===== config.mk =====
export PLATFORM = sky130hd
export DESIGN_NAME = relu_maxpool2x2
export DESIGN_NICKNAME = d
export VERILOG_FILES = /design/src/rtl/relu_maxpool2x2.sv
export SDC_FILE = /design/constraint.sdc
export NUM_CORES = 1
export LEC_CHECK = 0
export CORE_MARGIN = 2
export CORE_UTILIZATION = 40
export DETAILED_ROUTE_END_ITERATION = 12
export PLACE_DENSITY = 0.6
export SLEW_MARGIN = 30
export SYNTH_ARGS = -nofsm -noshare
export SYNTH_HDL_FRONTEND = slang
export SYNTH_SLANG_ARGS = --single-unit

===== constraint.sdc =====
create_clock -name clk -period 3.66 [get_ports clk]
set_input_delay 0.366 -clock clk [delete_from_list [all_inputs] [get_ports clk]]
set_output_delay 0.366 -clock clk [all_outputs]
set_load 0.05 [all_outputs]

===== src/rtl/relu_maxpool2x2.sv =====
// relu_maxpool2x2: ReLU then 2x2 stride-2 max-pool over a raster conv stream, dropping warm-up samples
module relu_maxpool2x2 #(
  parameter int IMG_W = 26,
  parameter int IMG_H = 26,
  parameter int SKIP  = 2,
  parameter int DW    = 16
) (
  input  logic          clk,
  input  logic          rst,
  input  logic          num_block_change,
  input  logic          in_valid,
  input  logic [DW-1:0] in_pix,
  output logic          out_valid,
  output logic [DW-1:0] out_pix,
  output logic          out_row_last,
  output logic          frame_done
);
  localparam int HW = IMG_W / 2;
  localparam int CW = $clog2(IMG_W + 1);
  localparam int RW = $clog2(IMG_H + 1);
  localparam int SW = SKIP > 0 ? $clog2(SKIP + 1) : 1;
  localparam int AW = HW > 1 ? $clog2(HW) : 1;
  localparam logic [1:0] WARM = 2'd0;
  localparam logic [1:0] RUN  = 2'd1;
  localparam logic [1:0] DONE = 2'd2;
  localparam logic [1:0] INIT = SKIP == 0 ? RUN : WARM;
  localparam logic [CW-1:0] COL_LAST  = CW'(IMG_W - 1);
  localparam logic [CW-1:0] COL_END   = CW'(2 * HW);
  localparam logic [RW-1:0] ROW_LAST  = RW'(IMG_H - 1);
  localparam logic [RW-1:0] ROW_END   = RW'(2 * (IMG_H / 2));
  localparam logic [RW-1:0] ROW_PLAST = RW'(2 * (IMG_H / 2) - 1);
  localparam logic [AW-1:0] PAIR_LAST = AW'(HW - 1);
  localparam logic [SW-1:0] SKIP_LAST = SW'(SKIP > 0 ? SKIP - 1 : 0);
  logic [1:0]    state;
  logic [SW-1:0] skip_cnt;
  logic [CW-1:0] col;
  logic [RW-1:0] row;
  logic [DW-1:0] h_reg, r, hmax, lb, res;
  logic [DW-1:0] line_buf [HW];
  logic [AW-1:0] idx;
  logic          acc, in_win, last;
  always_comb begin
    acc    = in_valid && state == RUN && !rst && !num_block_change;
    r      = in_pix[DW-1] ? '0 : in_pix;
    idx    = AW'(col >> 1);
    lb     = line_buf[idx];
    hmax   = h_reg > r ? h_reg : r;
    res    = lb > hmax ? lb : hmax;
    in_win = col < COL_END && row < ROW_END;
    last   = col == COL_LAST && row == ROW_LAST;
  end
  always_ff @(posedge clk) begin
    if (rst || num_block_change) begin
      state        <= INIT;
      skip_cnt     <= '0;
      col          <= '0;
      row          <= '0;
      out_valid    <= 1'b0;
      out_pix      <= '0;
      out_row_last <= 1'b0;
      frame_done   <= 1'b0;
    end else begin
      out_valid    <= 1'b0;
      out_row_last <= 1'b0;
      frame_done   <= 1'b0;
      if (in_valid && state == WARM) begin
        skip_cnt <= skip_cnt + 1'b1;
        if (skip_cnt == SKIP_LAST) state <= RUN;
      end
      if (acc) begin
        col <= col == COL_LAST ? '0 : col + 1'b1;
        row <= last ? '0 : col == COL_LAST ? row + 1'b1 : row;
        if (last) state <= DONE;
        if (in_win && row[0] && col[0]) begin
          out_valid    <= 1'b1;
          out_pix      <= res;
          out_row_last <= idx == PAIR_LAST;
          frame_done   <= idx == PAIR_LAST && row == ROW_PLAST;
        end
      end
    end
  end
  always_ff @(posedge clk) begin
    if (acc && in_win) begin
      if (!col[0]) h_reg <= r;
      else if (!row[0]) line_buf[idx] <= hmax;
    end
  end
endmodule


==> reports/summary.txt, run 1 <==
Worst-case reg-to-reg path depth - 15
Failing checks - negative setup slack
Mapped Avg Cell Area - 16.8 µm²
RSZ-0062 raised after global routing - yes
Most frequent cells in the layout - edfxtp_1 (210), buf_4 (74), mux4_2 (54)
Synth Area in Simple Gates - 0.0624
Die H - 165 µm
CP Launch Type - register
Final Util - 0.500
TritonRoute pass-1 iters - 4
GR Util All Layers - 0.169
Hold_ws - 427 ps
Switch Pwr - 1.19 mW
Worst-path clk slew - 60 ps
Synth area leaders - edfxtp_1 (61%), mux4_2 (12%), dfxtp_1 (6.9%), ha_1 (4.2%), mux2i_1 (1.7%)
Port Buffer Count - 37
Top routing layer used - met4
Die X-Extent - 165 µm
PwrDens - 462 nW/µm²
Fmax achieved - 271 MHz
Leading area contributor after synthesis - edfxtp_1
CP Capture Type - register
Cts bufs inserted - 25
Multiplexer area fraction after synthesis - 0.139
Routability cong. - 0.810
Synth Area in XOR/XNOR - 0.00758
Leak - 4.43 nW
# hold bufs at CTS - 0
Antenna violations before repair - 0
Syn Nets - 673
Post-synth top area share - 0.606
Seq/Total Area, Yosys - 0.675
Pint - 4.76 mW
Synthesized cell area - 10400 µm²
Slack of the critical path - -33.5 ps
Fin nets - 790
Final hold viol count - 0
Ys flop type - edfxtp_1
Slew at the pin with the worst max-slew slack - 701 ps
Clk buf depth - 3
Share of cells above drive strength 1 - 0.300
H-tree Lvls - 1
Adder-cell area share of the yosys netlist - 0.0421
Gr ovfl total - 0
Clock sinks - 246
Final Slew Violations - 0
Max VDD drop - 0.000329 V
Comb pwr share - 0.038
DR vias - 5857
Post-DP HPWL - 15100 µm
P&R area growth vs syn - 23.9%
Core ar. - 25800 µm²
First-pass GRT wire length - 34500 µm
Clk root buf - clkbuf_16
Initial DRC count - 500
Post-synth EDFFs - 210
Die area - 27300 µm²
Tcrit/Tclk final - 1.01
Synth warn - 0
Compound-cell area share of the yosys netlist - 0.0441
Initial Util - 0.404
Largest family of logic cells by synthesized area - multiplexers
Arr. time, crit path - 4140 ps
DR WL met3 - 1380 µm
Final min period - 3690 ps
I/O pin cnt - 39
Commonest non-fill, non-tap cell in the layout - edfxtp_1
Sw Ratio - 0.199
Clk Latency, worst-skew pair - 530 ps
Seq pwr share - 0.511
Met1 WL - 9990 µm
Largest net degree at the start of global routing - 46
Post-synth cell types - 53
Status - finished, violations left
Total Power - 5.95 mW
Wire length on met2 - 10800 µm
Routed length per instance - 20.9 µm
Syn Inst Count - 618
Max cap viols - 0
Setup-failing EPs final - 6
Post-synth ARST share - 0
DRT Wirelength - 22800 µm
HP Class - in2reg
Clk network pwr share - 0.451
Slew headroom - 0.533
Antenna-violating nets left - 0
Post-route DRC violation count - 0
Required @ worst endpoint - 4110 ps
Vias per std cell - 5.38
Crit-path max FO - 6
Layout Skew - 19.1 ps
Hold Path Depth - 2
Setup CP Type - reg2reg
Max reg flops - 195
ANT cells - 0
Vias in the first global route - 6069
CTS tree - done
Core Rows - 59
Yosys reg bits - 246
==> power groups by stage <==
stage	Sequential, mW	Clock (mW)	Combinational (mW)
after floorplan	3.10	0	0.121
after global placement	3.10	0	0.199
after detailed placement	3.10	0	0.209
after CTS	3.04	2.74	0.213
after global routing	3.04	2.85	0.245
final	3.04	2.69	0.224
==> metal layers <==
layer	GRT usage	vias to the layer above
met5	0	-
met4	0.0636	0
met3	0.0197	50
met2	0.275	194
met1	0.236	2969
li1	-	2644
==> kinds of logic after synthesis <==
| logic type | count (synthesis) |
|---|---|
| AOI/OAI and AO/OA | 59 |
| xor gates and xnor gates | 9 |
| adders and majority gates | 35 |
| buffers and inverters | 64 |
| DFF | 246 |
| muxes | 76 |
| other | 1 |
| and+or+nand+nor | 128 |
==> per-stage QoR <==
stage | cells | setup slack (ps) | TNS (ps) | instance area, µm²
3_3_place_gp | 1040 | -803 | -11330 | 11900
6_report | 1089 | -33.5 | -66.6 | 12900
5_1_grt | 1089 | -227 | -2900 | 12900
3_5_place_dp | 1040 | -968 | -13980 | 11900
4_1_cts | 1087 | -44.6 | -380 | 12800
2_1_floorplan | 618 | -147 | -1320 | 10600
==> synth_stat cells, types with 4 or more instances <==
master,instances
inv_1,36
o211ai_2,9
and2_1,4
clkbuf_1,11
mux2i_1,18
dfxtp_1,36
a211oi_1,7
buf_2,6
nor3_1,4
edfxtp_1,210
o21ai_0,5
nand4_1,10
nand3_1,18
ha_1,35
xor2_1,6
mux4_2,54
nand2_1,28
nor2_1,28
o211ai_1,7
a21oi_1,15
nor2b_1,9
nand2b_1,15
==> worst paths after layout <==
path         slack [ps]          end              from
min reg2reg         510  out_pix[14]       out_pix[14]
max reg2reg         -30   out_pix[0]          h_reg[1]
min                 430  skip_cnt[0]  num_block_change
max                 -30   out_pix[0]          h_reg[1]
==> critical path, stage by stage, from the launching register on <==
cell and delay [ps]:
edfxtp_1 420, ha_1 320, nor2b_1 130, o211ai_1 90, a2111o_1 410, a31oi_4 250
buf_12 190, mux2i_4 240, ha_1 180, nand4_1 160, nor4_2 360, a21boi_2 220
o31a_1 220, buf_4 180, nand2_1 60, o221ai_1 180
==> layout make-up <==
cell class	instances	area, µm²
fillers	2073	12900
flip-flops and latches	246	7030
multi-input cells	309	3400
repair buffers	116	1020
clock buffers	26	629
well taps	335	419
clock inverters	20	250
inverters	37	139
==> repair_timing <==
action	in CTS	in global routing
pin swaps	0	2
setup endpoints to repair	15	15
gates resized for setup	6	13
cloned	1	1
setup buffers	0	1
No activity file was read; power rests on OpenSTA's default activity.
==> run 2: changes to the inputs <==
==> constraint.sdc (replaced) <==
create_clock -name clk -period 2.99 [get_ports clk]
set_input_delay 0.299 -clock clk [delete_from_list [all_inputs] [get_ports clk]]
set_output_delay 0.299 -clock clk [all_outputs]
set_load 0.05 [all_outputs]
==> run 2 against run 1 <==
Compared with the run above: the flow still finishes with violations (negative setup slack); combinational power up 43%; clock skew down 9.5 ps; critical path depth unchanged; fmax down 4.0%; power up 19%; clock power up 13%; critical path type unchanged; largest cell class unchanged.
==> reports/summary.txt, run 2 (synthesis results as in run 1) <==
DRT Wirelength - 23500 µm
First-pass GRT wire length - 36000 µm
Die H - 165 µm
CTS tree - done
Most frequent cell on the critical path - buf_12
Gr ovfl total - 0
Setup CP Type - reg2reg
Layout Cells excl Fill - 1131
Slowest stage delay, CP - 450 ps
Final Util - 0.523
CP max-delay cell - a2111o_1
Final min period - 3850 ps
Core ar. - 25800 µm²
Antenna violations before repair - 1
Placed Cells - 1067
Worst-path clk slew - 60 ps
Seq pwr share - 0.526
Total Power - 7.08 mW
ANT cells - 0
Most frequent cells in the layout - edfxtp_1 (210), buf_4 (99), mux4_2 (54)
Arr. time, crit path - 4280 ps
I/O pin cnt - 39
Commonest non-fill, non-tap cell in the layout - edfxtp_1
Initial DRC count - 434
Switch Pwr - 1.42 mW
Max cap viols - 0
Max VDD drop - 0.000416 V
Status - finished, violations left
GR Util All Layers - 0.177
CP Launch Type - register
Required @ worst endpoint - 3430 ps
H-tree Lvls - 1
Clock sinks - 246
Crit-path max FO - 6
Vias in the first global route - 6271
DR vias - 5900
Leak - 4.62 nW
Cts bufs inserted - 26
Comb pwr share - 0.045
Tcrit/Tclk final - 1.29
CP cell instances - ha_1 > nor2b_1 > o211ai_1 > a2111o_1 > a31oi_4 > buf_12 > buf_12 > mux2i_4 > ha_4 > a21o_1 > a221o_1 > o31a_1 > nand2b_4 > buf_12 > o211ai_1
Failing checks - negative setup slack
TritonRoute pass-1 iters - 6
Port Buffer Count - 37
Final Slew Violations - 0
Share of cells above drive strength 1 - 0.357
Slew at the pin with the worst max-slew slack - 613 ps
RSZ-0062 raised after global routing - yes
Final hold viol count - 0
Fin nets - 831
Layout Skew - 9.59 ps
Clk Latency, worst-skew pair - 530 ps
Core Rows - 59
Routability cong. - 0.830
Sw Ratio - 0.200
Antenna-violating nets left - 0
Die X-Extent - 165 µm
Setup-failing EPs final - 15
CP Capture Type - register
Clk buf depth - 3
P&R area growth vs syn - 29.4%
Post-route DRC violation count - 0
Routed length per instance - 20.8 µm
Slew headroom - 0.591
Fmax achieved - 260 MHz
# fillers - 2007
Pint - 5.66 mW
HP Class - in2reg
Vias per std cell - 5.22
Clk network pwr share - 0.429
Die area - 27300 µm²
PwrDens - 526 nW/µm²
Max reg flops - 195
Largest net degree at the start of global routing - 22
Clk root buf - clkbuf_16
Post-DP HPWL - 15600 µm
Initial Util - 0.404
Slack of the critical path - -857 ps
-- run 2: cell types whose count changed in the layout (fill, tap and decap cells not counted), sizes merged --
cell / before / now
nand2b: 17 / 16
bufinv: 5 / 0
clkinvlp: 3 / 9
clkbuf: 27 / 41
buf: 78 / 117
clkinv: 9 / 5
inv: 40 / 33
-- run 2: final cells by class --
type	instances	area (µm²)	share of cell area
Timing Repair inverter	3	22.5	0.00167
Tap cell	335	419	0.0311
Multi-Input combinational cell	308	3590	0.267
Inverter	37	150	0.0112
Clock inverter	7	42.5	0.00316
Timing Repair Buffer	154	1430	0.106
Clock buffer	41	778	0.0578
Sequential cell	246	7030	0.522
-- run 2: worst paths after layout --
| kind | cells past startpoint | endpoint | startpoint | slack, ps |
|---|---|---|---|---|
| hold / removal | 2 | skip_cnt[0] | num_block_change | 380 |
| setup reg to reg | 15 | out_pix[8] | h_reg[1] | -860 |
| setup / recovery | 15 | out_pix[8] | h_reg[1] | -860 |
| hold reg to reg | 2 | out_pix[10] | out_pix[10] | 500 |
-- run 2: routing by layer --
layer,wire (µm),global-route usage
met1,10000,0.240
met2,11700,0.300
met3,1410,0.0252
met4,365,0.0466
met5,0,0
-- run 2: critical path, delay by kind of cell, from the launching register on --
kind | cells | cell delay [ps]
buffers and inverters | 3 | 470
AOI/OAI and AO/OA | 7 | 1780
DFF | 1 | 390
muxes | 1 | 230
adders and majority gates | 2 | 540
and+or+nand+nor | 2 | 340
-- run 2: power groups by stage --
stage | clock (mW) | combinational [mW] | sequential (mW)
6_report | 3.03 | 0.320 | 3.72
2_1_floorplan | 0 | 0.148 | 3.79
3_5_place_dp | 0 | 0.261 | 3.80
5_1_grt | 3.24 | 0.349 | 3.72
3_3_place_gp | 0 | 0.250 | 3.80
4_1_cts | 3.09 | 0.305 | 3.72
-- run 2: timing repair --
item	4_1_cts	5_1_grt
gates resized for setup	45	13
buffers inserted	10	1
pin swaps	16	2
setup endpoints to repair	15	80
cloned	2	3
hold buffers	0	0
-- run 2: stage by stage --
step | hold slack, ps | instance area (µm²) | setup TNS (ps) | setup WS, ps
global placement | 472 | 12100 | -71130 | -1310
global route | 396 | 13500 | -14680 | -998
floorplan | 376 | 10600 | -10330 | -750
CTS | 368 | 13400 | -11010 | -794
detailed placement | 493 | 12100 | -90840 | -1550
finish | 376 | 13500 | -12100 | -857
==> run 3: changes to the inputs <==
--- a/config.mk
+++ b/config.mk
@@ -8,7 +8,8 @@
 export CORE_MARGIN = 2
 export CORE_UTILIZATION = 40
 export DETAILED_ROUTE_END_ITERATION = 12
-export PLACE_DENSITY = 0.6
+export DONT_BUFFER_PORTS = 1
+export PLACE_DENSITY = 0.58
 export SLEW_MARGIN = 30
 export SYNTH_ARGS = -nofsm -noshare
 export SYNTH_HDL_FRONTEND = slang
==> run 3 against run 2 <==
Compared with the run above: the run still ends with negative setup slack left; clock skew up 10 ps; fmax up 4.2%; non-clock buffer count down 48; sequential power about the same; final area down 4.8%; first-iteration DRC count up 1.2%.
==> reports/summary.txt, run 3 (synthesis results as in run 1) <==
Status - finished, violations left
Failing checks - negative setup slack
Crit-path max FO - 7
Antenna-violating nets left - 0
Slew at the pin with the worst max-slew slack - 718 ps
TNS Setup - -10420 ps
ANT cells - 0
Commonest non-fill, non-tap cell in the layout - edfxtp_1
GR Util All Layers - 0.172
Fmax achieved - 271 MHz
Slew headroom - 0.521
CP Capture Type - register
Worst-path clk slew - 60 ps
Largest net degree at the start of global routing - 17
DR vias - 5740
Die X-Extent - 165 µm
Antenna violations before repair - 0
Die H - 165 µm
CTS tree - done
Routability cong. - 0.797
Worst-case reg-to-reg path depth - 16
Setup CP Type - reg2reg
Hold_sp - in_pix[4]
First-pass GRT wire length - 34900 µm
Hold_ws - 51.8 ps
Vias in the first global route - 5985
H-tree Lvls - 1
TritonRoute pass-1 iters - 4
RSZ-0062 raised after global routing - yes
PwrDens - 554 nW/µm²
Final Util - 0.497
Core Rows - 59
Initial DRC count - 439
Clk buf depth - 3
Layout Skew - 20.0 ps
Fin nets - 780
CP Launch Type - register
Clock sinks - 246
Post-route DRC violation count - 0
Core ar. - 25800 µm²
Routed length per instance - 21.3 µm
Pre-CTS WS - -861 ps
Arr. time, crit path - 4100 ps
DRT Wirelength - 23000 µm
Setup-failing EPs final - 15
Most frequent cells in the layout - edfxtp_1 (210), buf_4 (93), mux4_2 (54)
Die area - 27300 µm²
Final min period - 3690 ps
Port Buffer Count - 0
Post-DP HPWL - 15200 µm
Critical path origin - h_reg[9]
Final Slew Violations - 0
Max cap viols - 0
Share of cells above drive strength 1 - 0.342
Gr ovfl total - 0
Final hold viol count - 0
Hold Path Depth - 2
Tcrit/Tclk final - 1.24
Clk root buf - clkbuf_16
HP Class - in2reg
Required @ worst endpoint - 3400 ps
P&R area growth vs syn - 23.2%
Slack of the critical path - -703 ps
Max reg flops - 195
Max VDD drop - 0.000398 V
Leak - 4.44 nW
Initial Util - 0.404
Clk Latency, worst-skew pair - 530 ps
Vias per std cell - 5.33
R2R Path Start - h_reg[9]
I/O pin cnt - 39
Cts bufs inserted - 25
[run 3: metal layers]
layer | vias up | routed length [µm] | track usage
met2 | 127 | 11100 | 0.283
met3 | 19 | 1440 | 0.0347
li1 | 2622 | - | -
met5 | - | 0 | 0
met1 | 2972 | 10200 | 0.234
met4 | 0 | 257 | 0.0455
[run 3: path summary, 6_finish.rpt]
check | end | slack (ps)
min | h_reg[4] | 50
max | out_pix[3] | -700
max reg2reg | out_pix[3] | -700
min reg2reg | state[1] | 520
[run 3: critical path: stages, from the launching register on]
cell and delay [ps]:
edfxtp_1 440, ha_4 300, nand4_1 160, buf_4 210, nor4_4 250, buf_4 160, a31oi_4 40, clkbuf_16 200
mux2i_4 190, ha_1 290, nand4_1 150, buf_4 180, nor4_4 190, a21boi_2 220, o31a_1 240, nand2b_4 260
o211ai_2 110
[run 3: stage by stage]
step,cell area (µm²),power (mW),std cells
detailed placement,11700,4.02,1021
global placement,11700,4.01,1021
finish,12800,7.10,1077
floorplan,10600,3.94,618
CTS,12800,7.17,1075
global route,12800,7.34,1077
[run 3: layout make-up]
type | count | area (µm²)
fill | 2113 | 12900
tap | 335 | 419
inverter | 37 | 139
clock inverter | 13 | 149
timing repair buffer | 106 | 906
clock buffer | 31 | 678
multi-input combinational | 309 | 3490
sequential | 246 | 7030
[run 3: timing repair]
| action | in CTS | in global routing |
|---|---|---|
| pin swaps | 13 | 12 |
| resized for setup | 26 | 10 |
| setup buffers | 3 | 2 |
| hold endpoints to repair | 4 | 0 |
| setup endpoints to repair | 15 | 21 |
| hold buffers | 4 | 0 |
| gates cloned | 3 | 0 |
[run 3: report_power, final]
| group | total [mW] | switching (mW) | internal [mW] |
|---|---|---|---|
| logic | 0.265 | 0.145 | 0.120 |
| clock network | 3.12 | 1.25 | 1.87 |
| registers | 3.72 | 0.00178 | 3.72 |
| total | 7.10 | 1.40 | 5.71 |
